<file path="src/rtl/reg_file_sb.sv">
// rtl/reg_file_sb.sv - parametrised register file with bypass, zero register and busy scoreboard
//
// Purpose: DEPTH x WIDTH register file between decode and writeback. Two
// combinational read ports return operand data and a pending-write (busy)
// flag. A clocked write port commits results and clears busy. An issue
// port marks a destination register busy. A registered counter tracks how
// many registers are busy.
//
// Parameters:
//   WIDTH    - data width of each register
//   ADDR_W   - address width, DEPTH = 2**ADDR_W
//   ZERO_REG - 1: register 0 reads 0 and ignores writes and issues
//   BYPASS   - 1: a write in the current cycle is forwarded to the read ports
//
// Ports:
//   i_clk         clock, rising edge
//   i_rst_n       asynchronous active-low reset, clears all state
//   i_rd_addr1/2  read port addresses
//   o_rd_data1/2  read port data (combinational)
//   o_rd_busy1/2  read port register has a pending write
//   i_wr_en       commit i_wr_data to i_wr_addr at next rising edge
//   i_wr_addr     write address
//   i_wr_data     write data
//   i_issue_en    mark i_issue_addr busy at next rising edge
//   i_issue_addr  destination register being issued
//   o_busy_count  number of registers currently busy

module reg_file_sb #(
    parameter int WIDTH    = 32,
    parameter int ADDR_W   = 2,
    parameter int ZERO_REG = 0,
    parameter int BYPASS   = 1
) (
    input  logic              i_clk,
    input  logic              i_rst_n,
    input  logic [ADDR_W-1:0] i_rd_addr1,
    input  logic [ADDR_W-1:0] i_rd_addr2,
    output logic [WIDTH-1:0]  o_rd_data1,
    output logic [WIDTH-1:0]  o_rd_data2,
    output logic              o_rd_busy1,
    output logic              o_rd_busy2,
    input  logic              i_wr_en,
    input  logic [ADDR_W-1:0] i_wr_addr,
    input  logic [WIDTH-1:0]  i_wr_data,
    input  logic              i_issue_en,
    input  logic [ADDR_W-1:0] i_issue_addr,
    output logic [ADDR_W:0]   o_busy_count
);

    localparam int DEPTH = 1 << ADDR_W;

    logic [WIDTH-1:0] r_regs [DEPTH];
    logic [DEPTH-1:0] r_busy;
    logic [ADDR_W:0]  r_busy_count;

    logic w_wr_ok;
    logic w_issue_ok;
    logic w_inc;
    logic w_dec;

    // Accesses to a hard-wired zero register are dropped before they reach state.
    assign w_wr_ok    = i_wr_en    && !((ZERO_REG != 0) && (i_wr_addr    == '0));
    assign w_issue_ok = i_issue_en && !((ZERO_REG != 0) && (i_issue_addr == '0));

    // Counter tracks the busy vector incrementally. An issue to the address
    // being written keeps the bit set, so that write does not decrement.
    assign w_inc = w_issue_ok && !r_busy[i_issue_addr];
    assign w_dec = w_wr_ok && r_busy[i_wr_addr]
                   && !(w_issue_ok && (i_issue_addr == i_wr_addr));

    always_ff @(posedge i_clk or negedge i_rst_n) begin
        if (!i_rst_n) begin
            for (int i = 0; i < DEPTH; i++) begin
                r_regs[i] <= '0;
            end
            r_busy       <= '0;
            r_busy_count <= '0;
        end else begin
            if (w_wr_ok) begin
                r_regs[i_wr_addr] <= i_wr_data;
                r_busy[i_wr_addr] <= 1'b0;
            end
            // Issue is applied after the write so it wins on the same address.
            if (w_issue_ok) begin
                r_busy[i_issue_addr] <= 1'b1;
            end
            r_busy_count <= r_busy_count
                            + {{ADDR_W{1'b0}}, w_inc}
                            - {{ADDR_W{1'b0}}, w_dec};
        end
    end

    // Read port 1: array -> bypass override -> zero register -> reset gating.
    always_comb begin
        o_rd_data1 = r_regs[i_rd_addr1];
        o_rd_busy1 = r_busy[i_rd_addr1];
        if ((BYPASS != 0) && w_wr_ok && (i_wr_addr == i_rd_addr1)) begin
            o_rd_data1 = i_wr_data;
            o_rd_busy1 = 1'b0;
        end
        if ((ZERO_REG != 0) && (i_rd_addr1 == '0)) begin
            o_rd_data1 = '0;
            o_rd_busy1 = 1'b0;
        end
        // Bypass would otherwise leak wr_data while reset is held.
        if (!i_rst_n) begin
            o_rd_data1 = '0;
            o_rd_busy1 = 1'b0;
        end
    end

    // Read port 2: identical to port 1.
    always_comb begin
        o_rd_data2 = r_regs[i_rd_addr2];
        o_rd_busy2 = r_busy[i_rd_addr2];
        if ((BYPASS != 0) && w_wr_ok && (i_wr_addr == i_rd_addr2)) begin
            o_rd_data2 = i_wr_data;
            o_rd_busy2 = 1'b0;
        end
        if ((ZERO_REG != 0) && (i_rd_addr2 == '0)) begin
            o_rd_data2 = '0;
            o_rd_busy2 = 1'b0;
        end
        if (!i_rst_n) begin
            o_rd_data2 = '0;
            o_rd_busy2 = 1'b0;
        end
    end

    assign o_busy_count = r_busy_count;

endmodule

</file>
<file path="config.mk">
export PLATFORM = sky130hd
export DESIGN_NAME = reg_file_sb
export DESIGN_NICKNAME = d
export VERILOG_FILES = /design/src/rtl/reg_file_sb.sv
export SDC_FILE = /design/constraint.sdc
export NUM_CORES = 1
export LEC_CHECK = 0
export ABC_AREA = 1
export CORE_ASPECT_RATIO = 1.25
export CORE_UTILIZATION = 30
export DETAILED_ROUTE_END_ITERATION = 8
export SLEW_MARGIN = 10
export SYNTH_ARGS = -nofsm -noshare
export SYNTH_HDL_FRONTEND = slang
export SYNTH_SLANG_ARGS = --single-unit
</file>
<file path="constraint.sdc">
create_clock -name i_clk -period 2.58 [get_ports i_clk]
set_input_delay 0.387 -clock i_clk [delete_from_list [all_inputs] [get_ports i_clk]]
set_output_delay 0.387 -clock i_clk [all_outputs]
set_load 0.005 [all_outputs]
</file>
==> qor.txt, run 1 <==
Post-DRT Antenna Nets: 0
DP Cell Count: 1918
Routability cong.: 0.818
Initial antenna violation count: 0
# H-tree levels: 4
Placement Setup Slack: -246 ps
Root buffer cell: clkbuf_16
Rows: 70
Final Net Count: 1594
TritonCTS clock tree: built
Mapped Cells: 1438
Status: finished, final reports clean
PnR Total Power: 7.16 mW
RSZ-0062 raised after global routing: true
Post-Synth Adder-Cell Area: 0.00505
Number of flops mapped to enable cells by yosys: 0
Worst vdd ir: 385 uV
Worst-skew pair later-pin latency: 420 ps
FF-to-FF path depth: 10
Clock power share: 0.340
Layout Cells excl Fill: 1956
Fin. max-slew vios: 0
WS Path Type: in2out
Avg Inst Size Synth: 6.21 um2
Area after DPL: 10800 um2
Per-cell routed wire length: 15.5 um
ANT cells: 0
Clk buf depth: 2
Die height: 195 um
Fill cells: 3105
Fmax: 0.401 GHz
Area grow syn2layout: 27.8%
Largest family of logic cells by synthesized area: simple AND/OR/NAND/NOR gates
Clock slew at the register clock pins of the worst setup and hold paths: 60 ps
Simple-Gate Fraction of Synth Area: 0.404
Yosys top cell area share: 0.378
Minimum clock period: 2490 ps
Ys flop type: dfrtp_1
Slowest stage delay, CP: 530 ps
Switch Pwr: 2.38 mW
Syn nets: 1485
GRT Util Overall: 0.205
Hold Fails Final Rpt: 0
Max-cap violations: 0
Cell-internal power: 4.79 mW
Critical path startpoint category: input port
Post-CTS Setup Bufs: 0
Sink Count: 135
End-of-flow core utilization: 0.390
Worst-margin pin slew: 651 ps
Critical path arrival: 2100 ps
Drt pass-1 iters: 5
Power share of the combinational group: 0.287
Crit-path cells: clkbuf_4, inv_2, nand2_1, nand3_1, nor2_4, buf_4, nor2_1, nor2_1, clkdlybuf4s50_1
Post-synthesis sequential area ratio: 0.378
Reg2reg start: r_busy[1]
Initial core utilization: 0.305
Crit-path max FO: 10
Asr flop ratio synth: 1.00
Syn. warnings: 0
Vias per cell: 4.84
LEAKAGE: 5.97 nW
Die Area: 30500 um2
Switching Share: 0.332
Number of DRC markers in iteration 0: 669
Mux share of post-synthesis cell area: 0
Port bufs: 112
WHS: 19.7 ps
Post-Synth XOR/XNOR Area: 0.00294
Clock Skew: 2.53 ps
Hpwl dp: 19900 um
Setup violators final: 0
Slew Limit Headroom: 0.565
Crit. End Element: output pin
Yosys cell types: 22
Flop pwr share: 0.373
CP Data Required Time: 2190 ps
Largest net degree at the start of global routing: 66
Dominant cell type by area after synthesis: dfrtp_1
Finished Cell Area: 11400 um2
Slowest CP cell: clkdlybuf4s50_1
CP Launch Point: i_rd_addr2[0]
Crit path buffers/inverters: 4
Via count: 9463
Mapped cell area: 8930 um2
I/O pins: 113
Routed WL: 30400 um
Hold crit path type: in2async
Power per cell area: 628 nW/um2
#FFs+latches synth: 135
Vias in the first global route: 9155
Top cell by count, worst path: nor2_1
Compound-Gate Fraction of Synth Area: 0.0784
Total global routing overflow: 0
Top cells by area, synth: dfrtp_1 38%, nand2_1 23%, nand3_1 11%, o21ai_0 7.5%, inv_1 7.0%
Layout cells sized above 1: 0.0821
Final period utilization: 0.966
Residual DRC: 0
Critical path's top delay family: buffers and inverters
Setup TNS: 0 ps
Stages on worst setup path: 9
Core Box Area: 29300 um2
CTS Buf Count: 17
Setup WS post-layout: 88.0 ps
Die W: 156 um
First-pass GRT wire length: 48400 um
## cells by family (layout without fill, tap and decap cells)
| family | count (synthesis) | after routing |
|---|---|---|
| buffers and inverters | 274 | 396 |
| xor gates and xnor gates | 3 | 3 |
| DFF | 135 | 135 |
| AOI/OAI and AO/OA | 139 | 139 |
| and+or+nand+nor | 884 | 884 |
| adders and majority gates | 3 | 3 |
## power by group through the flow
| stage | combinational (mW) | clock (mW) | sequential, mW |
|---|---|---|---|
| global placement | 2.02 | 0 | 2.70 |
| global route | 2.34 | 2.57 | 2.72 |
| finish | 2.06 | 2.43 | 2.67 |
| floorplan | 1.24 | 0 | 2.66 |
| detailed placement | 2.05 | 0 | 2.70 |
| CTS | 2.07 | 2.48 | 2.67 |
## sequential cells by signal (all words and copies together), names as in the netlist
name          count
r_busy            4
o_busy_count      3
r_regs          128
## worst register-to-register path: cells and delay by family, from the launching register on
family	cells	cell delay [ps]
adders and majority gates	3	850
DFF	1	440
xor gates and xnor gates	2	340
AOI/OAI and AO/OA	2	210
and+or+nand+nor	2	150
buffers and inverters	1	40
## worst paths after layout
path,endpoint,slack (ps)
min,r_regs[69],20
min reg2reg,r_regs[112],480
min in group i_clk,r_regs[112],480
max,o_rd_data2[9],90
max reg2reg,o_busy_count[2],470
max in group asynchronous,r_regs[38],1340
## what timing repair did
action / in CTS / in global routing
cloned: 0 / 0
endpoints found under the setup margin: 66 / 23
hold buffers: 6 / 0
pin swaps: 0 / 1
resized for setup: 3 / 8
hold endpoints to repair: 7 / 0
## layer usage
metal | global-route usage | up-vias | wire length, um
met4 | 0.0901 | 0 | 973
met3 | 0.0292 | 56 | 1760
met1 | 0.253 | 4428 | 12800
met5 | 0 | - | 0
met2 | 0.351 | 339 | 14900
li1 | - | 4640 | -
## cell type report
| class | count | area, um2 | share of cell area |
|---|---|---|---|
| repair buffers | 188 | 1890 | 0.165 |
| clock buffers | 18 | 429 | 0.0376 |
| inverters | 176 | 661 | 0.0579 |
| multi-input cells | 1029 | 4410 | 0.386 |
| clock inverters | 14 | 148 | 0.0129 |
| flip-flops and latches | 135 | 3380 | 0.296 |
| well taps | 396 | 495 | 0.0434 |
## cell usage after synthesis (all sizes together) (2+ instances only)
library cell  instances
a21oi                 4
buf                  66
clkbuf               32
dfrtp               135
ha                    2
inv                 176
nand2               542
nand3               203
nor2                135
nor3                  4
o21ai               134
xnor2                 2
## cell usage in the layout (no fill, tap or decap), types with 3 or more instances in the layout
cell             netlist  final
nand2_1              540    540
nand3_1              203    199
inv_1                167    167
dfrtp_1              135    135
o21ai_0              134    134
nor2_1               131    131
clkdlybuf4s50_1        0    104
buf_4                 14     52
clkbuf_16              0     17
buf_12                 0     16
inv_2                  9      9
dlygate4sd3_1          0      6
clkinvlp_4             0      5
nor2_4                 2      4
nand3_2                0      4
a21oi_1                4      4
inv_6                  0      4
nor3_1                 4      3
clkinv_2               0      3
buf_2                 39      3
buf_6                  6      3
(Power assumes the default switching activity.)
==> run 2, diff against run 1 <==
HOLD_SLACK_MARGIN = 0.05   (was default)
==> run 2 against run 1 <==
- critical path depth is 1 higher
- sequential share of layout area is 0.11 points lower
- sequential power hardly changed
- final area is 0.37% higher
- count of clock-buffer cells in the layout stayed put
- cell count is 0.20% higher
- largest cell class unchanged
- setup slack worse by 38 ps
- core utilization is 0.15 points higher
- clock skew hardly changed
- critical path type unchanged
- maximum frequency is 1.5% lower
- global-route usage hardly changed
==> qor.txt, run 2 (synthesized netlist as in run 1, its figures left out) <==
Vias per cell: 4.84 (about the same)
ANT cells: 0 (unchanged)
I/O pins: 113 (unchanged)
Rows: 70 (unchanged)
WS Path Type: in2out (unchanged)
Die W: 156 um (unchanged)
Root buffer cell: clkbuf_16 (unchanged)
Crit-path max FO: 7 (was 10)
Max reg flops: 128 (unchanged)
Clock Skew: 2.17 ps (was 2.53 ps)
Die Area: 30500 um2 (unchanged)
CTS Buf Count: 17 (unchanged)
RSZ-0062 raised after global routing: true (unchanged)
Total global routing overflow: 0 (unchanged)
Status: finished, final reports clean (unchanged)
Power per cell area: 627 nW/um2 (was 628 nW/um2)
Max-cap violations: 0 (unchanged)
Hpwl dp: 19900 um (unchanged)
Slew Limit Headroom: 0.349 (was 0.565)
Sink Count: 135 (unchanged)
LEAKAGE: 6.00 nW (was 5.97 nW)
Commonest non-fill, non-tap cell in the layout: nand2_1 (unchanged)
Hold crit path type: in2async (unchanged)
Routed WL: 30700 um (was 30400 um)
Largest net degree at the start of global routing: 66 (unchanged)
Critical path startpoint category: input port (unchanged)
First-pass GRT wire length: 48400 um (about the same)
Area grow syn2layout: 28.3% (was 27.8%)
Core Box Area: 29300 um2 (unchanged)
Hold Fails Final Rpt: 0 (unchanged)
Post-DRT Antenna Nets: 0 (unchanged)
Die height: 195 um (unchanged)
GRT Util Overall: 0.205 (about the same)
Setup violators final: 0 (unchanged)
Final period utilization: 0.981 (was 0.966)
Worst vdd ir: 386 uV (was 385 uV)
Most frequent cells in the layout: 540 x nand2_1, 199 x nand3_1, 167 x inv_1, 135 x dfrtp_1, 134 x o21ai_0 (unchanged)
Drt pass-1 iters: 5 (unchanged)
Residual DRC: 0 (unchanged)
Worst-margin pin slew: 973 ps (was 651 ps)
WHS: 268 ps (was 19.7 ps)
Setup WS post-layout: 50.2 ps (was 88.0 ps)
Port bufs: 112 (unchanged)
Layout cells sized above 1: 0.0831 (was 0.0821)
Routability cong.: 0.818 (unchanged)
Setup TNS: 0 ps (unchanged)
DP Cell Count: 1918 (unchanged)
Clk buf depth: 2 (unchanged)
Vias in the first global route: 9191 (was 9155)
Critical path arrival: 2140 ps (was 2100 ps)
Fmax: 0.395 GHz (was 0.401 GHz)
Final Net Count: 1598 (was 1594)
Layout Cells excl Fill: 1960 (was 1956)
Initial core utilization: 0.305 (unchanged)
Minimum clock period: 2530 ps (was 2490 ps)
Most flop-heavy register: r_regs (unchanged)
# H-tree levels: 4 (unchanged)
Placement Setup Slack: -246 ps (unchanged)
Crit. End Element: output pin (unchanged)
Worst-skew pair later-pin latency: 420 ps (about the same)
Initial antenna violation count: 0 (unchanged)
TritonCTS clock tree: built (unchanged)
Clock slew at the register clock pins of the worst setup and hold paths: 60 ps (about the same)
Via count: 9493 (was 9463)
Number of DRC markers in iteration 0: 740 (was 669)
Per-cell routed wire length: 15.7 um (was 15.5 um)
CP Data Required Time: 2190 ps (about the same)
Fin. max-slew vios: 0 (unchanged)
[run 2: where the power goes]
group          internal (mW)  switching, mW  leakage, nW
Clock                   1.43           1.01        0.270
Combinational          0.890           1.18         4.05
Sequential              2.47          0.199         1.68
[run 2: metrics by stage]
step,cell area [um2],utilization,power [mW]
3_3_place_gp,10800,0.368,4.72
3_5_place_dp,10800,0.368,4.76
5_1_grt,11400,0.391,7.64
6_report,11400,0.391,7.17
2_1_floorplan,8930,-,3.90
4_1_cts,11400,0.390,7.22
[run 2: final cells by class]
class	count	area (um2)
clock buffer	18	429
clock inverter	14	148
timing repair buffer	192	1930
multi-input combinational	1029	4400
fill	3105	17800
sequential	135	3380
tap	396	495
inverter	176	661
[run 2: timing repair]
item / CTS / global route
endpoints found under the setup margin: 66 / 42
hold endpoints to repair: 47 / 0
buffers inserted: 0 / 1
gates cloned: 0 / 2
gates resized for setup: 3 / 7
hold buffers: 7 / 0
[run 2: path summary, 6_finish.rpt]
kind	from	endpoint	slack, ps	cells after the start
max reg2reg	r_busy[1]	o_busy_count[2]	480	10
min in group i_clk	r_regs[112]	r_regs[112]	480	2
max in group asynchronous	i_rst_n	r_regs[114]	650	5
max	i_rd_addr2[0]	o_rd_data2[2]	50	10
min reg2reg	r_regs[112]	r_regs[112]	480	2
min	i_rst_n	r_regs[126]	270	3
[run 2: metal layers]
layer	part of all wire	vias to the layer above	track usage
met1	0.42	4445	0.251
met3	0.059	59	0.0294
met2	0.49	345	0.352
li1	-	4644	-
met4	0.034	0	0.0919
met5	0	-	0
[run 2: critical path: stages]
cell and delay (ps):
buf_2 200, inv_2 120, nand2_1 110, nand3_1 120, nor2_4 180, buf_4 190, nor2_1 50, nor2_1 140
buf_4 140, clkdlybuf4s50_1 490
==> run 3, diff against run 2 <==
CAP_MARGIN = 20   (was default)
CELL_PAD_IN_SITES_DETAIL_PLACEMENT = 1   (was default)
CELL_PAD_IN_SITES_GLOBAL_PLACEMENT = 1   (was default)
PLACE_DENSITY_LB_ADDON = 0.1   (was default)
SETUP_SLACK_MARGIN = 0.2   (was default)
==> run 3 against run 2 <==
- register-to-register slack worse by 80 ps
- non-clock buffer count up 8
- final area up 2.8%
- total power up 1.7%
- critical path depth unchanged
- clock skew down 1.2 ps
- flip-flop and latch count unchanged
- core utilization up 1.1 points
- routed wire length up 16%
- sequential power about the same
- first-iteration DRC count down 34%
- global-route usage up 3.8 points
==> qor.txt, run 3 (synthesized netlist as in run 1, its figures left out) <==
Status: finished, final reports clean (unchanged)
Routed WL: 35500 um (was 30700 um)
End-of-flow core utilization: 0.402 (was 0.391)
TritonCTS clock tree: built (unchanged)
Setup TNS: 0 ps (unchanged)
Placement Setup Slack: -340 ps (was -246 ps)
Post-DRT Antenna Nets: 0 (unchanged)
Per-cell routed wire length: 18.1 um (was 15.7 um)
CP Launch Point: i_rd_addr2[0] (unchanged)
Crit path buffers/inverters: 5 (unchanged)
I/O pins: 113 (unchanged)
Vias per cell: 4.84 (about the same)
CP Data Required Time: 2190 ps (about the same)
Total global routing overflow: 0 (unchanged)
Most frequent cells in the layout: 536 x nand2_1, 197 x nand3_1, 167 x inv_1, 135 x dfrtp_1, 134 x o21ai_0 (was 540 x nand2_1, 199 x nand3_1, 167 x inv_1, 135 x dfrtp_1, 134 x o21ai_0)
Die Area: 30500 um2 (unchanged)
Commonest non-fill, non-tap cell in the layout: nand2_1 (unchanged)
Worst vdd ir: 301 uV (was 386 uV)
Most flop-heavy register: r_regs (unchanged)
Hold crit path type: in2async (unchanged)
Via count: 9509 (was 9493)
Sink Count: 135 (unchanged)
WHS: 71.2 ps (was 268 ps)
Residual DRC: 0 (unchanged)
# H-tree levels: 4 (unchanged)
Final period utilization: 0.910 (was 0.981)
Crit-path max FO: 11 (was 7)
Area after DPL: 10900 um2 (was 10800 um2)
Final Net Count: 1606 (was 1598)
First-pass GRT wire length: 56400 um (was 48400 um)
ANT cells: 0 (unchanged)
Initial antenna violation count: 0 (unchanged)
Fmax: 0.426 GHz (was 0.395 GHz)
Number of DRC markers in iteration 0: 489 (was 740)
GRT Util Overall: 0.243 (was 0.205)
Slowest stage delay, CP: 530 ps (was 490 ps)
CTS Buf Count: 17 (unchanged)
Critical path startpoint category: input port (unchanged)
Slew Limit Headroom: 0.449 (was 0.349)
Hold Fails Final Rpt: 0 (unchanged)
Crit-path cells: clkbuf_4, inv_4, nand2_2, nand3_2, nor2_4, buf_12, buf_12, nor2_1, nor2_1, clkdlybuf4s50_1 (was buf_2, inv_2, nand2_1, nand3_1, nor2_4, buf_4, nor2_1, nor2_1, buf_4, clkdlybuf4s50_1)
Layout cells sized above 1: 0.0950 (was 0.0831)
Hpwl dp: 23000 um (was 19900 um)
Clock slew at the register clock pins of the worst setup and hold paths: 60 ps (about the same)
Area grow syn2layout: 31.8% (was 28.3%)
Slowest CP cell: clkdlybuf4s50_1 (unchanged)
Layout Cells excl Fill: 1965 (was 1960)
RSZ-0062 raised after global routing: true (unchanged)
Vias in the first global route: 10300 (was 9191)
Port bufs: 112 (unchanged)
Core Box Area: 29300 um2 (unchanged)
Rows: 70 (unchanged)
Setup violators final: 0 (unchanged)
LEAKAGE: 6.22 nW (was 6.00 nW)
Critical path's top delay family: buffers and inverters (unchanged)
Largest net degree at the start of global routing: 66 (unchanged)
Routability cong.: 0.782 (was 0.818)
Setup WS post-layout: 231 ps (was 50.2 ps)
Worst-skew pair later-pin latency: 430 ps (was 420 ps)
Die W: 156 um (unchanged)
Minimum clock period: 2350 ps (was 2530 ps)
Max-cap violations: 0 (unchanged)
Reg2reg start: r_busy[3] (was r_busy[1])
Worst-margin pin slew: 823 ps (was 973 ps)
PnR Total Power: 7.29 mW (was 7.17 mW)
Critical path arrival: 1960 ps (was 2140 ps)
DP Cell Count: 1923 (was 1918)
Initial core utilization: 0.305 (unchanged)
Clock Skew: 0.965 ps (was 2.17 ps)
WS Path Type: in2out (unchanged)
Crit. End Element: output pin (unchanged)
Power per cell area: 620 nW/um2 (was 627 nW/um2)
Max reg flops: 128 (unchanged)
Drt pass-1 iters: 4 (was 5)
Root buffer cell: clkbuf_16 (unchanged)
Finished Cell Area: 11800 um2 (was 11400 um2)
Clk buf depth: 2 (unchanged)
Fin. max-slew vios: 0 (unchanged)
Die height: 195 um (unchanged)
==> run 3: changes by cell type in the layout (fill, tap and decap cells not counted), sizes merged <==
| cell | before | now |
|---|---|---|
| inv | 180 | 178 |
| dlymetal6s4s | 1 | 0 |
| buf | 77 | 82 |
| dlygate4sd2 | 1 | 0 |
| dlymetal6s2s | 0 | 7 |
| clkbuf | 21 | 25 |
| bufbuf | 0 | 1 |
| clkdlybuf4s50 | 104 | 97 |
| clkinv | 3 | 4 |
| clkinvlp | 5 | 3 |
==> run 3: area by class of cell <==
class / instances / area, um2
Timing Repair Buffer: 200 / 2220
Inverter: 176 / 671
Sequential cell: 135 / 3380
Clock inverter: 11 / 128
Tap cell: 396 / 495
Multi-Input combinational cell: 1029 / 4440
Clock buffer: 18 / 439
Fill cell: 3830 / 17500
==> run 3: power breakdown <==
group | switching, mW | internal, mW | total, mW
sequential | 0.198 | 2.47 | 2.67
combinational | 1.24 | 0.936 | 2.18
clock | 1.01 | 1.44 | 2.45
total | 2.45 | 4.85 | 7.29
==> run 3: worst paths after layout <==
kind	endpoint	slack [ps]	cells after the start
worst max-delay path	o_rd_data2[5]	230	10
worst min-delay path	r_regs[65]	70	2
worst max register to register	o_busy_count[2]	400	11
worst min register to register	r_regs[124]	480	2
max in group asynchronous	r_regs[69]	1270	3
min in group i_clk	r_regs[124]	480	2
==> run 3: per-layer routing <==
layer  GRT usage  up-vias  wire length, um
met4      0.0773        0              782
met2       0.429      129            17600
li1            -     4670                -
met5           0        -                0
met1       0.303     4671            16300
met3      0.0308       39              764
==> run 3: repair_timing <==
action / CTS / global route
gates cloned: 1 / 2
endpoints found under the setup margin: 67 / 60
endpoints found under the hold margin: 13 / 0
buffers inserted: 3 / 1
gates resized for setup: 17 / 26
pin swaps: 1 / 2
hold buffers: 6 / 0
